--- src/rtl/fault_monitor_pkg.sv ---
// Shared types and constants for the fault monitor: channel FSM encoding,
// gap counter width and the index-width helper.
package fault_monitor_pkg;

  typedef enum logic [1:0] {
    ST_IDLE = 2'd0,
    ST_TEST = 2'd1,
    ST_GAP  = 2'd2,
    ST_TRIP = 2'd3
  } chan_state_t;

  localparam int GCNT_W = 8;

  // Index width that stays legal for a single-channel build.
  function automatic int idx_width(input int n);
    return (n > 1) ? $clog2(n) : 1;
  endfunction

endpackage

--- src/rtl/fault_monitor_if.sv ---
// Pin-level bundle between the fault sources/controls and the fault monitor.
interface fault_monitor_if
  import fault_monitor_pkg::*;
#(
  parameter int N_CH = 4
);
  localparam int IDX_W = idx_width(N_CH);

  logic [N_CH-1:0]  fault_in;
  logic [N_CH-1:0]  ch_en;
  logic [N_CH-1:0]  clr;
  logic [N_CH-1:0]  fault_out;
  logic             fault_any;
  logic [IDX_W-1:0] first_idx;
  logic             first_valid;

  modport master (
    output fault_in, ch_en, clr,
    input  fault_out, fault_any, first_idx, first_valid
  );

  modport slave (
    input  fault_in, ch_en, clr,
    output fault_out, fault_any, first_idx, first_valid
  );
endinterface

--- src/rtl/fault_monitor_chan.sv ---
// One fault channel: input synchroniser, burst qualification FSM with gap
// tolerance, and the registered trip flag.
module fault_chan
  import fault_monitor_pkg::*;
#(
  parameter int   CNT_W    = 24,
  parameter int   T_ASSERT = 1000000,
  parameter int   GAP_MAX  = 1,
  parameter logic ACT_LOW  = 1'b1,
  parameter logic STICKY   = 1'b0
) (
  input  logic clk,
  input  logic reset_n,
  input  logic fault_pin,
  input  logic en,
  input  logic clr,
  output logic fault_out,
  output logic enter_trip
);

  localparam logic [CNT_W-1:0]  T_VAL = CNT_W'(T_ASSERT);
  localparam logic [GCNT_W-1:0] GAP_V = GCNT_W'(GAP_MAX);

  logic [1:0]        sync_r;
  logic              act_s;
  chan_state_t       state_r;
  logic [CNT_W-1:0]  cnt_r;
  logic [CNT_W-1:0]  cnt_inc_s;
  logic [GCNT_W-1:0] gcnt_r;
  logic              enter_trip_s;

  // Two-flop synchroniser, reset to the pin's inactive level.
  always_ff @(posedge clk or negedge reset_n) begin
    if (!reset_n) begin
      sync_r <= {2{ACT_LOW}};
    end else begin
      sync_r <= {sync_r[0], fault_pin};
    end
  end

  assign act_s     = sync_r[1] ^ ACT_LOW;
  assign cnt_inc_s = cnt_r + CNT_W'(1);

  // Trip is taken on the edge where the incremented count reaches the threshold.
  always_comb begin
    enter_trip_s = 1'b0;
    if (en && act_s) begin
      case (state_r)
        ST_IDLE: enter_trip_s = (T_VAL == CNT_W'(1));
        ST_TEST: enter_trip_s = (cnt_inc_s == T_VAL);
        ST_GAP:  enter_trip_s = (cnt_inc_s == T_VAL);
        default: enter_trip_s = 1'b0;
      endcase
    end else begin
      enter_trip_s = 1'b0;
    end
  end

  assign enter_trip = enter_trip_s;

  // Qualification FSM; fault_out powers up asserted until the first clean sample.
  always_ff @(posedge clk or negedge reset_n) begin
    if (!reset_n) begin
      state_r   <= ST_IDLE;
      cnt_r     <= '0;
      gcnt_r    <= '0;
      fault_out <= 1'b1;
    end else if (!en) begin
      state_r   <= ST_IDLE;
      cnt_r     <= '0;
      gcnt_r    <= '0;
      fault_out <= 1'b0;
    end else if (enter_trip_s) begin
      state_r   <= ST_TRIP;
      cnt_r     <= T_VAL;
      gcnt_r    <= '0;
      fault_out <= 1'b1;
    end else begin
      case (state_r)
        ST_IDLE: begin
          gcnt_r    <= '0;
          fault_out <= 1'b0;
          if (act_s) begin
            cnt_r   <= CNT_W'(1);
            state_r <= ST_TEST;
          end else begin
            cnt_r   <= '0;
          end
        end
        ST_TEST: begin
          fault_out <= 1'b0;
          if (act_s) begin
            cnt_r   <= cnt_inc_s;
          end else begin
            gcnt_r  <= GCNT_W'(1);
            state_r <= ST_GAP;
          end
        end
        ST_GAP: begin
          fault_out <= 1'b0;
          if (act_s) begin
            cnt_r   <= cnt_inc_s;
            gcnt_r  <= '0;
            state_r <= ST_TEST;
          end else if (gcnt_r < GAP_V) begin
            gcnt_r  <= gcnt_r + GCNT_W'(1);
          end else begin
            cnt_r   <= '0;
            gcnt_r  <= '0;
            state_r <= ST_IDLE;
          end
        end
        ST_TRIP: begin
          if (STICKY) begin
            // Sticky trips only release once the fault has gone away.
            if (clr && !act_s) begin
              state_r   <= ST_IDLE;
              cnt_r     <= '0;
              gcnt_r    <= '0;
              fault_out <= 1'b0;
            end else begin
              fault_out <= 1'b1;
            end
          end else if (act_s) begin
            gcnt_r    <= '0;
            fault_out <= 1'b1;
          end else if (gcnt_r >= GAP_V) begin
            state_r   <= ST_IDLE;
            cnt_r     <= '0;
            gcnt_r    <= '0;
            fault_out <= 1'b0;
          end else begin
            gcnt_r    <= gcnt_r + GCNT_W'(1);
            fault_out <= 1'b1;
          end
        end
        default: begin
          state_r   <= ST_IDLE;
          cnt_r     <= '0;
          gcnt_r    <= '0;
          fault_out <= 1'b1;
        end
      endcase
    end
  end

endmodule

--- src/rtl/fault_monitor.sv ---
// Multi-channel fault monitor: N_CH qualified fault channels plus
// first-fault capture across channels.
module fault_monitor
  import fault_monitor_pkg::*;
#(
  parameter int              N_CH     = 4,
  parameter int              CNT_W    = 24,
  parameter int              T_ASSERT = 1000000,
  parameter int              GAP_MAX  = 1,
  parameter logic [N_CH-1:0] ACT_LOW  = '1,
  parameter logic [N_CH-1:0] STICKY   = '0
) (
  input logic           clk,
  input logic           reset_n,
  fault_monitor_if.slave bus
);

  localparam int IDX_W = idx_width(N_CH);

  logic [N_CH-1:0]  fault_vec_s;
  logic [N_CH-1:0]  enter_vec_s;
  logic [IDX_W-1:0] low_idx_s;
  logic [IDX_W-1:0] first_idx_r;
  logic             first_valid_r;
  logic             all_clear_s;

  for (genvar i = 0; i < N_CH; i++) begin : g_chan
    fault_chan #(
      .CNT_W    (CNT_W),
      .T_ASSERT (T_ASSERT),
      .GAP_MAX  (GAP_MAX),
      .ACT_LOW  (ACT_LOW[i]),
      .STICKY   (STICKY[i])
    ) u_chan (
      .clk        (clk),
      .reset_n    (reset_n),
      .fault_pin  (bus.fault_in[i]),
      .en         (bus.ch_en[i]),
      .clr        (bus.clr[i]),
      .fault_out  (fault_vec_s[i]),
      .enter_trip (enter_vec_s[i])
    );
  end

  // Lowest-numbered channel entering TRIP this cycle wins the arbitration.
  always_comb begin
    low_idx_s = '0;
    for (int i = N_CH - 1; i >= 0; i--) begin
      if (enter_vec_s[i]) begin
        low_idx_s = IDX_W'(i);
      end else begin
        low_idx_s = low_idx_s;
      end
    end
  end

  assign all_clear_s = (fault_vec_s == '0);

  // First-fault latch; released one edge after every trip flag has dropped.
  always_ff @(posedge clk or negedge reset_n) begin
    if (!reset_n) begin
      first_valid_r <= 1'b0;
      first_idx_r   <= '0;
    end else if ((|enter_vec_s) && (!first_valid_r || all_clear_s)) begin
      first_valid_r <= 1'b1;
      first_idx_r   <= low_idx_s;
    end else if (all_clear_s) begin
      first_valid_r <= 1'b0;
    end else begin
      first_valid_r <= first_valid_r;
    end
  end

  assign bus.fault_out   = fault_vec_s;
  assign bus.fault_any   = |fault_vec_s;
  assign bus.first_idx   = first_idx_r;
  assign bus.first_valid = first_valid_r;

endmodule

--- src/flat_wrapper.sv ---
// flat-port wrapper written by rule: the top's interface ports become plain ports
module fault_monitor_flat import fault_monitor_pkg::*;
#(
  parameter int              N_CH     = 4,
  parameter int              CNT_W    = 24,
  parameter int              T_ASSERT = 1000000,
  parameter int              GAP_MAX  = 1,
  parameter logic [N_CH-1:0] ACT_LOW  = '1,
  parameter logic [N_CH-1:0] STICKY   = '0
)
  (clk, reset_n, bus_fault_in, bus_ch_en, bus_clr, bus_fault_out, bus_fault_any, bus_first_idx, bus_first_valid);
  fault_monitor_if #(.N_CH(N_CH)) bus_i ();
  input logic clk;
  input logic reset_n;
  input wire logic [$bits(bus_i.fault_in)-1:0] bus_fault_in;
  input wire logic [$bits(bus_i.ch_en)-1:0] bus_ch_en;
  input wire logic [$bits(bus_i.clr)-1:0] bus_clr;
  output wire logic [$bits(bus_i.fault_out)-1:0] bus_fault_out;
  output wire logic [$bits(bus_i.fault_any)-1:0] bus_fault_any;
  output wire logic [$bits(bus_i.first_idx)-1:0] bus_first_idx;
  output wire logic [$bits(bus_i.first_valid)-1:0] bus_first_valid;
  assign bus_i.fault_in = bus_fault_in;
  assign bus_i.ch_en = bus_ch_en;
  assign bus_i.clr = bus_clr;
  assign bus_fault_out = bus_i.fault_out;
  assign bus_fault_any = bus_i.fault_any;
  assign bus_first_idx = bus_i.first_idx;
  assign bus_first_valid = bus_i.first_valid;
  fault_monitor #(.N_CH(N_CH), .CNT_W(CNT_W), .T_ASSERT(T_ASSERT), .GAP_MAX(GAP_MAX), .ACT_LOW(ACT_LOW), .STICKY(STICKY)) u_core (.clk(clk), .reset_n(reset_n), .bus(bus_i));
endmodule
--- config.mk ---
export PLATFORM = sky130hd
export DESIGN_NAME = fault_monitor_flat
export DESIGN_NICKNAME = d
export VERILOG_FILES = /design/src/rtl/fault_monitor_pkg.sv /design/src/rtl/fault_monitor_if.sv /design/src/rtl/fault_monitor_chan.sv /design/src/rtl/fault_monitor.sv /design/src/flat_wrapper.sv
export SDC_FILE = /design/constraint.sdc
export NUM_CORES = 1
export LEC_CHECK = 0
export ABC_AREA = 1
export CORE_MARGIN = 2
export CORE_UTILIZATION = 40
export CTS_CLUSTER_SIZE = 12
export DETAILED_ROUTE_END_ITERATION = 10
export HOLD_SLACK_MARGIN = 0.15
export PLACE_DENSITY = 0.57
export SLEW_MARGIN = 40
export SYNTH_ARGS = -nofsm -noshare
export SYNTH_HDL_FRONTEND = slang
export SYNTH_SLANG_ARGS = --single-unit
--- constraint.sdc ---
create_clock -name clk -period 3.75 [get_ports clk]
set_clock_uncertainty 0.1 [all_clocks]
set_input_delay 0.5625 -clock clk [delete_from_list [all_inputs] [get_ports clk]]
set_output_delay 0.5625 -clock clk [all_outputs]
set_load 0.05 [all_outputs]
# ---- Word-level counts from Yosys, hierarchy flattened
# Cells that the tools add are included.
dict set report classes {
  addsub 8
  multipliers 0
  div_mod_pow 0
  magnitude_cmp 8
  n_eq_ne 40
  shift 0
  n_mux 138
  n_bitwise 4
  n_reduce_logical 31
}
# op n
set ops {}
lappend ops {{$mux W24} 28}
lappend ops {{$pmux W24 S4} 4}
lappend ops {{$mux W8} 28}
lappend ops {{$pmux W8 S4} 4}
lappend ops {{$add A24 B1 Y24 const B} 4}
lappend ops {{$eq A24 B20 Y1 const B} 4}
lappend ops {{$ne A4 B4 Y1 const B} 20}
lappend ops {{$mux W2} 36}
lappend ops {{$add A8 B1 Y8 const B} 4}
lappend ops {{$ge A8 B1 Y1 const B} 4}
lappend ops {{$lt A8 B1 Y1 const B} 4}
lappend ops {{$pmux W2 S4} 4}
lappend ops {{$mux W1} 30}
lappend ops {{$ne A5 B5 Y1 const B} 4}
lappend ops {{$reduce_and A5 Y1} 4}
lappend ops {{$eq A2 B2 Y1 const B} 8}
lappend ops {{$reduce_and A4 Y1} 4}
lappend ops {{$reduce_or A3 Y1} 4}
lappend ops {{$eq A2 B1 Y1 const B} 4}
lappend ops {{$logic_not A2 Y1} 4}
lappend ops {{$pmux W1 S2} 4}
lappend ops {{$reduce_or A2 Y1} 4}
lappend ops {{$reduce_or A4 Y1} 2}
lappend ops {{$logic_and A1 B1 Y1} 5}
lappend ops {{other kinds (5)} 8}
dict set report totals {
  register_bits 151
  latch_bits 0
  ram_bits 0
  romBits 0
  output_inout_bits 8
  word_cells 251
  memories 0
}

# ---- Logic depth before layout (Yosys ltp)
dict set report logic_depth {
  word_depth 8
  mapped_depth 18
  mapped_depth_nobuf 18
}

# ---- Hierarchy
# Synthesis repeated with hierarchy kept, for this count alone.
dict set report hier_totals {
  hier_cells 1586
  hier_area_um2 10675.2
}
# mod instances cells_each area_each_um2 seq_area_each_um2
set modules_own_cells {}
lappend modules_own_cells {fault_chan 4 391 2625.0 929.6}
lappend modules_own_cells {fault_monitor 1 22 175.2 75.1}

# ---- Worst setup path after synthesis
# Ideal clock, no wire load.
dict set report synth_timing {
  kind {register to register}
  startpoint {register u_core.g_chan[3].u_chan.cnt_r[0]}
  endpoint {register u_core.g_chan[3].u_chan.gcnt_r[1]}
  setup_time_ps 122
  t_arrival_ps 1974
  required_ps 3528
  setup_slack_ps 1554
  stages_incl_launch_ff 17
  n_path_buf 2
  period_less_slack_ps 2196
  path_cell_list {dfrtp_1 > ha_1 > nand2_1 > nor2_2 > nand2_1 > nor2_1 > nand2_1 > nand2_1 > nand2_1 > inv_2 > nand3_1 > nor2_1 > nand2_2 > nand2_4 > buf_6 > buf_6 > nor2_1}
}
dict set report synth_between {
  elab_chain_len 6
  elab_cells_between_ends 7
  classes_between {add/sub: 1; eq/ne: 2; mux: 4}
}
# item line_no
set synth_lines {}
lappend synth_lines {{from (decl)} fault_monitor_chan.sv:27} ;# logic [CNT_W-1:0] cnt_r;
lappend synth_lines {{from (signal assigned)} fault_monitor_chan.sv:93} ;# cnt_r <= cnt_inc_s;
lappend synth_lines {{from (signal assigned)} fault_monitor_chan.sv:102} ;# cnt_r <= cnt_inc_s;
lappend synth_lines {{$add A24 B1 Y24 *} fault_monitor_chan.sv:42} ;# assign cnt_inc_s = cnt_r + CNT_W'(1);
lappend synth_lines {{$eq A24 B20 Y1 *} {fault_monitor_chan.sv:50, fault_monitor_chan.sv:51}}
lappend synth_lines {{$mux W1 *} n/a}
lappend synth_lines {{$mux W1 *} fault_monitor_chan.sv:47} ;# if (en && act_s) begin
lappend synth_lines {{$mux W8} fault_monitor_chan.sv:73} ;# end else if (enter_trip_s) begin
lappend synth_lines {{$mux W8} fault_monitor_chan.sv:68} ;# end else if (!en) begin
lappend synth_lines {{to (signal assigned)} fault_monitor_chan.sv:106} ;# gcnt_r <= gcnt_r + GCNT_W'(1);
lappend synth_lines {{to (signal assigned)} fault_monitor_chan.sv:133} ;# gcnt_r <= gcnt_r + GCNT_W'(1);
lappend synth_lines {{to (decl)} fault_monitor_chan.sv:29} ;# logic [GCNT_W-1:0] gcnt_r;
# Mark *: on every way between the ends. The rest lies on a longest branch, timed or not.
# A chain may end at the register's enable or synchronous reset.

# ---- Worst setup path in the final report
dict set report layout_timing {
  startpoint {register u_core.g_chan[3].u_chan.cnt_r[0]}
  endpoint {register u_core.g_chan[3].u_chan.cnt_r[23]}
}
dict set report layout_between {
  elab_chain_len 6
  elab_cells_between_ends 14
  classes_between {add/sub: 1; eq/ne: 5; mux: 7; reduce/logical: 1}
}
# item line_no
set layout_lines {}
lappend layout_lines {{$add A24 B1 Y24 *} fault_monitor_chan.sv:42}
lappend layout_lines {{$eq A24 B20 Y1} {fault_monitor_chan.sv:50, fault_monitor_chan.sv:51}}
lappend layout_lines {{$mux W1} n/a}
lappend layout_lines {{$mux W1} fault_monitor_chan.sv:47}
lappend layout_lines {{$ne A5 B5 Y1 (no source line), or another cell as far along} n/a}
lappend layout_lines {{$reduce_and A4 Y1 (no source line) or $mux W24 (tied branches)} n/a}
# Mark *: on every way between the ends. The rest lies on a longest branch, timed or not. The select of a mux whose other input is x is not followed.

==> flow_metrics.tcl <==
set metrics [dict create \
    synth_simple_gate_area_share_pct 40.4 \
    regArea_um2 3790 \
    multiInputGateArea_um2 5820 \
    endpoint_kind "register" \
    drcViolationCount 0 \
    crit_path_cell_trace "ha_1 > nand2_1 > nor2_2 > nand2_1 > nor2_1 > nand3b_1 > nand2_1 > inv_2 > nand3_1 > nor2_1 > nand2_2 > nand2_4 > nor2_4 > nand2_1 > o31ai_1" \
    nNetsFinal 1631 \
    synth_top_family_by_area "simple AND/OR/NAND/NOR gates" \
    path_clk_slew_ns 0.06 \
    worst_ep_arrival_time_ns 3.19 \
    cp-endpoint "u_core.g_chan[3].u_chan.cnt_r[23]$_DFFE_PN0P_" \
    critPathLaunch "u_core.g_chan[3].u_chan.cnt_r[0]$_DFFE_PN0P_" \
    crit_slowest_cell "dfrtp_1" \
    dr.pass1.iters 6 \
    r2r.worst_path.cells 15 \
    grt_use_total_pct 19.4 \
    area_delta_synth_final_pct 11.0 \
    dieHeight_um 166 \
    setup_viol 0 \
    dp.final_hpwl_um 18700 \
    vias 9603 \
    post-route-util_pct 44.9 \
    cpPeakStageDelay_ns 0.48 \
    start_util_pct 40.5 \
    cellPowerDensity_nw_per_um2 410 \
    final_max_slew_viol_count 0 \
    dieArea_um2 27400 \
    synthXorXnorAreaFrac_pct 1.68 \
    ctsResizeCount 0 \
    root_buffer "clkbuf_16" \
    async_reset_ff_share_pct 100 \
    wl_per_cell_um 13.3 \
    ys_top_cells_by_area "dfrtp_1 33%, nand2_1 21%, nor2_1 6.9%" \
    fp.dieW_um 166 \
    ios 22 \
    ys.flop_type "dfrtp_1" \
    synth.avg_cell_area_um2 6.70 \
    relSlewSlack_pct 58.5 \
    critPathBufInv 1 \
    finalHoldViolations 0 \
    clockBufferDepth 2 \
    ys_warn_count 0 \
    antenna_found_initial 0 \
    status "finished, final reports clean" \
    rsz0062_at_grt "false" \
    grt_pass1_wl_um 44800 \
    clkLatencyLatePin_ns 0.43 \
    criticalPathCategory "reg -> reg" \
    netlist_area_um2 10500 \
    min-delay-path-class "reg -> reg" \
    yosysTopAreaCell "dfrtp_1" \
    grt_max_degree 64 \
    muxShareOfSynthArea_pct 0 \
    r2r_slack_ns 0.80 \
    critPathMaxFanout 21 \
    tightest_slew_ns 0.620 \
    cts_sinks 151 \
    crit_family "simple AND/OR/NAND/NOR gates" \
    synthAdderAreaFrac_pct 4.79 \
    core_region_area_um2 25800 \
    postSynthCellCount 1560 \
    place.gp.congestion 0.872 \
    place_ws_ns 0.573 \
    synth_edf_count 0 \
    reg2reg_from "u_core.g_chan[3].u_chan.cnt_r[0]$_DFFE_PN0P_" \
    cp.depth 15 \
    drt_wl_total_um 25700 \
    fillers 2694 \
    fin_crit_sh_pct 78.7 \
    fin_hold_ws_ns 0.257 \
    worst_path_most_repeated_cell "nand2_1" \
    numPortBuffers 17 \
    cts_buffers 17 \
    fin_ws_ns 0.798 \
    synthesis.nets 1614 \
    grt_pass1_vias 9282 \
    cp.required_ns 3.98 \
    yosys_register_bits 151 \
    post-cts-setup-buffers 0 \
    synth_compound_area_share_pct 8.65 \
    post-route-min-period_ns 2.95 \
    vias_per_cell 4.99 \
    fp-row-count 59 \
    r2r_end "u_core.g_chan[3].u_chan.cnt_r[23]$_DFFE_PN0P_" \
    initialDrtViolationCount 617 \
    ys_types 45 \
    fmax_ghz 0.339 \
    ys_seq_area_share_pct 36.3 \
    cts_tree "built" \
    critPathLaunchType "register" \
    overflow 0 \
    htree_levels 4 \
    p_leak_nw 5.29 \
    cap_violations 0 \
    ir_drop_mv 0.319 \
    antenna_cells 0 \
    fin_setup_tns_ns 0 \
    final_antenna_net_count 0 \
    synth_top_area_share_pct 33.3 \
    layout-drive-gt1-share_pct 6.92 \
]
[sequential cells by signal, summed over array words and instances, names as in the netlist]
register and count:
u_core.g_chan.u_chan.cnt_r 96, u_core.g_chan.u_chan.gcnt_r 32, u_core.g_chan.u_chan.state_r 8, u_core.g_chan.u_chan.sync_r 8, u_core.g_chan.u_chan.fault_out 4, u_core.bus.first_idx 2, u_core.bus.first_valid 1
[worst register-to-register path: stages, from the launching register on]
cell and delay [ns]:
dfrtp_1 0.48, ha_1 0.25, nand2_1 0.08, nor2_2 0.20
nand2_1 0.11, nor2_1 0.24, nand3b_1 0.14, nand2_1 0.10
inv_2 0.05, nand3_1 0.06, nor2_1 0.06, nand2_2 0.12
nand2_4 0.21, nor2_4 0.48, nand2_1 0.12, o31ai_1 0.09
[how the worst min path moves through the flow]
stage / startpoint / to / slack, ns / depth (start not counted)
floorplan: reset_n / u_core.bus.first_idx[0]$_DFFE_PN0P_ / 0.17 / 0
global placement: u_core.g_chan[0].u_chan.sync_r[0]$_DFF_PN1_ / u_core.g_chan[0].u_chan.sync_r[1]$_DFF_PN1_ / 0.25 / 0
detailed placement: u_core.g_chan[1].u_chan.sync_r[0]$_DFF_PN1_ / u_core.g_chan[1].u_chan.sync_r[1]$_DFF_PN1_ / 0.25 / 0
CTS: u_core.g_chan[1].u_chan.sync_r[0]$_DFF_PN1_ / u_core.g_chan[1].u_chan.sync_r[1]$_DFF_PN1_ / 0.26 / 0
global route: u_core.g_chan[0].u_chan.sync_r[0]$_DFF_PN1_ / u_core.g_chan[0].u_chan.sync_r[1]$_DFF_PN1_ / 0.26 / 0
finish: u_core.g_chan[1].u_chan.sync_r[0]$_DFF_PN1_ / u_core.g_chan[1].u_chan.sync_r[1]$_DFF_PN1_ / 0.26 / 0
[synth_stat cells (all sizes together) (4+ instances only)]
cell type / number
nand3: 90
o21ai: 56
a32oi: 4
nor3: 20
dfstp: 12
inv: 177
o31ai: 11
xnor2: 6
a21oi: 63
nand4: 22
o21bai: 5
ha: 40
o22ai: 5
nand3b: 26
nand2: 597
buf: 17
dfrtp: 139
xor2: 14
a22oi: 4
clkbuf: 11
nor2: 223
[layout by cell type (no fill, tap or decap), types with 2 or more instances in the layout]
cell type and count:
clkbuf_16 17, o21ai_1 8, nand4_1 22, nand2_4 5, o31ai_1 11, nand2_2 8, dfrtp_1 139, nor3_1 20
nor2_4 15, clkinv_4 2, nand3b_1 25, o21ai_0 48, a22oi_1 4, inv_1 172, nand2_1 584, xor2_1 14
a21oi_2 4, a21oi_1 59, o22ai_1 5, xnor2_1 6, a21boi_0 2, nand3_1 89, clkdlybuf4s50_1 16, ha_1 40
clkinvlp_4 4, bufinv_16 4, inv_6 3, o211ai_1 2, o21bai_1 5, nor4_1 3, a32oi_1 4, inv_2 5
o211a_1 2, nor2_2 16, buf_4 7, nor2_1 192, clkbuf_8 2, dfstp_2 12
[repair_timing]
action,4_1_cts,5_1_grt
endpoints found under the hold margin,57,0
hold buffers,1,0
endpoints found under the setup margin,0,0
[report_power, final]
group	internal [mW]	switching, mW	total, mW	leakage (nW)
Clock	1.16	0.765	1.93	0.303
Sequential	1.70	0.0936	1.80	2.05
Combinational	0.298	0.736	1.03	2.93
Total	3.16	1.59	4.76	5.29
[layer usage]
layer  global-route usage (%)  wire [um]
met1                     27.0      12900
met5                        0          0
met2                     31.9      11600
met4                     4.69        276
met3                     2.82        812
[logic make-up after synthesis]
| group | Yosys count |
|---|---|
| AO/OA/AOI/OAI | 157 |
| XOR/XNOR | 20 |
| adder cells (fa/ha/maj) | 40 |
| buffers and inverters | 206 |
| flip-flops | 151 |
| AND/OR/NAND/NOR | 986 |
[metrics by stage]
| stage | area (um2) | cells | power [mW] |
|---|---|---|---|
| after detailed placement | 10900 | 1892 | 2.87 |
| after floorplan | 10500 | 1560 | 2.55 |
| after global placement | 10900 | 1892 | 2.85 |
| final | 11600 | 1925 | 4.76 |
| after CTS | 11600 | 1925 | 4.81 |
| after global routing | 11600 | 1925 | 5.03 |
[layout make-up]
cell class	instances	area share [%]
Tap cell	335	3.61
Inverter	178	5.76
Clock inverter	13	1.67
Timing Repair Buffer	26	2.19
Sequential cell	151	32.7
Multi-Input combinational cell	1203	50.2
Clock buffer	19	3.90
(Power assumes the default switching activity.)
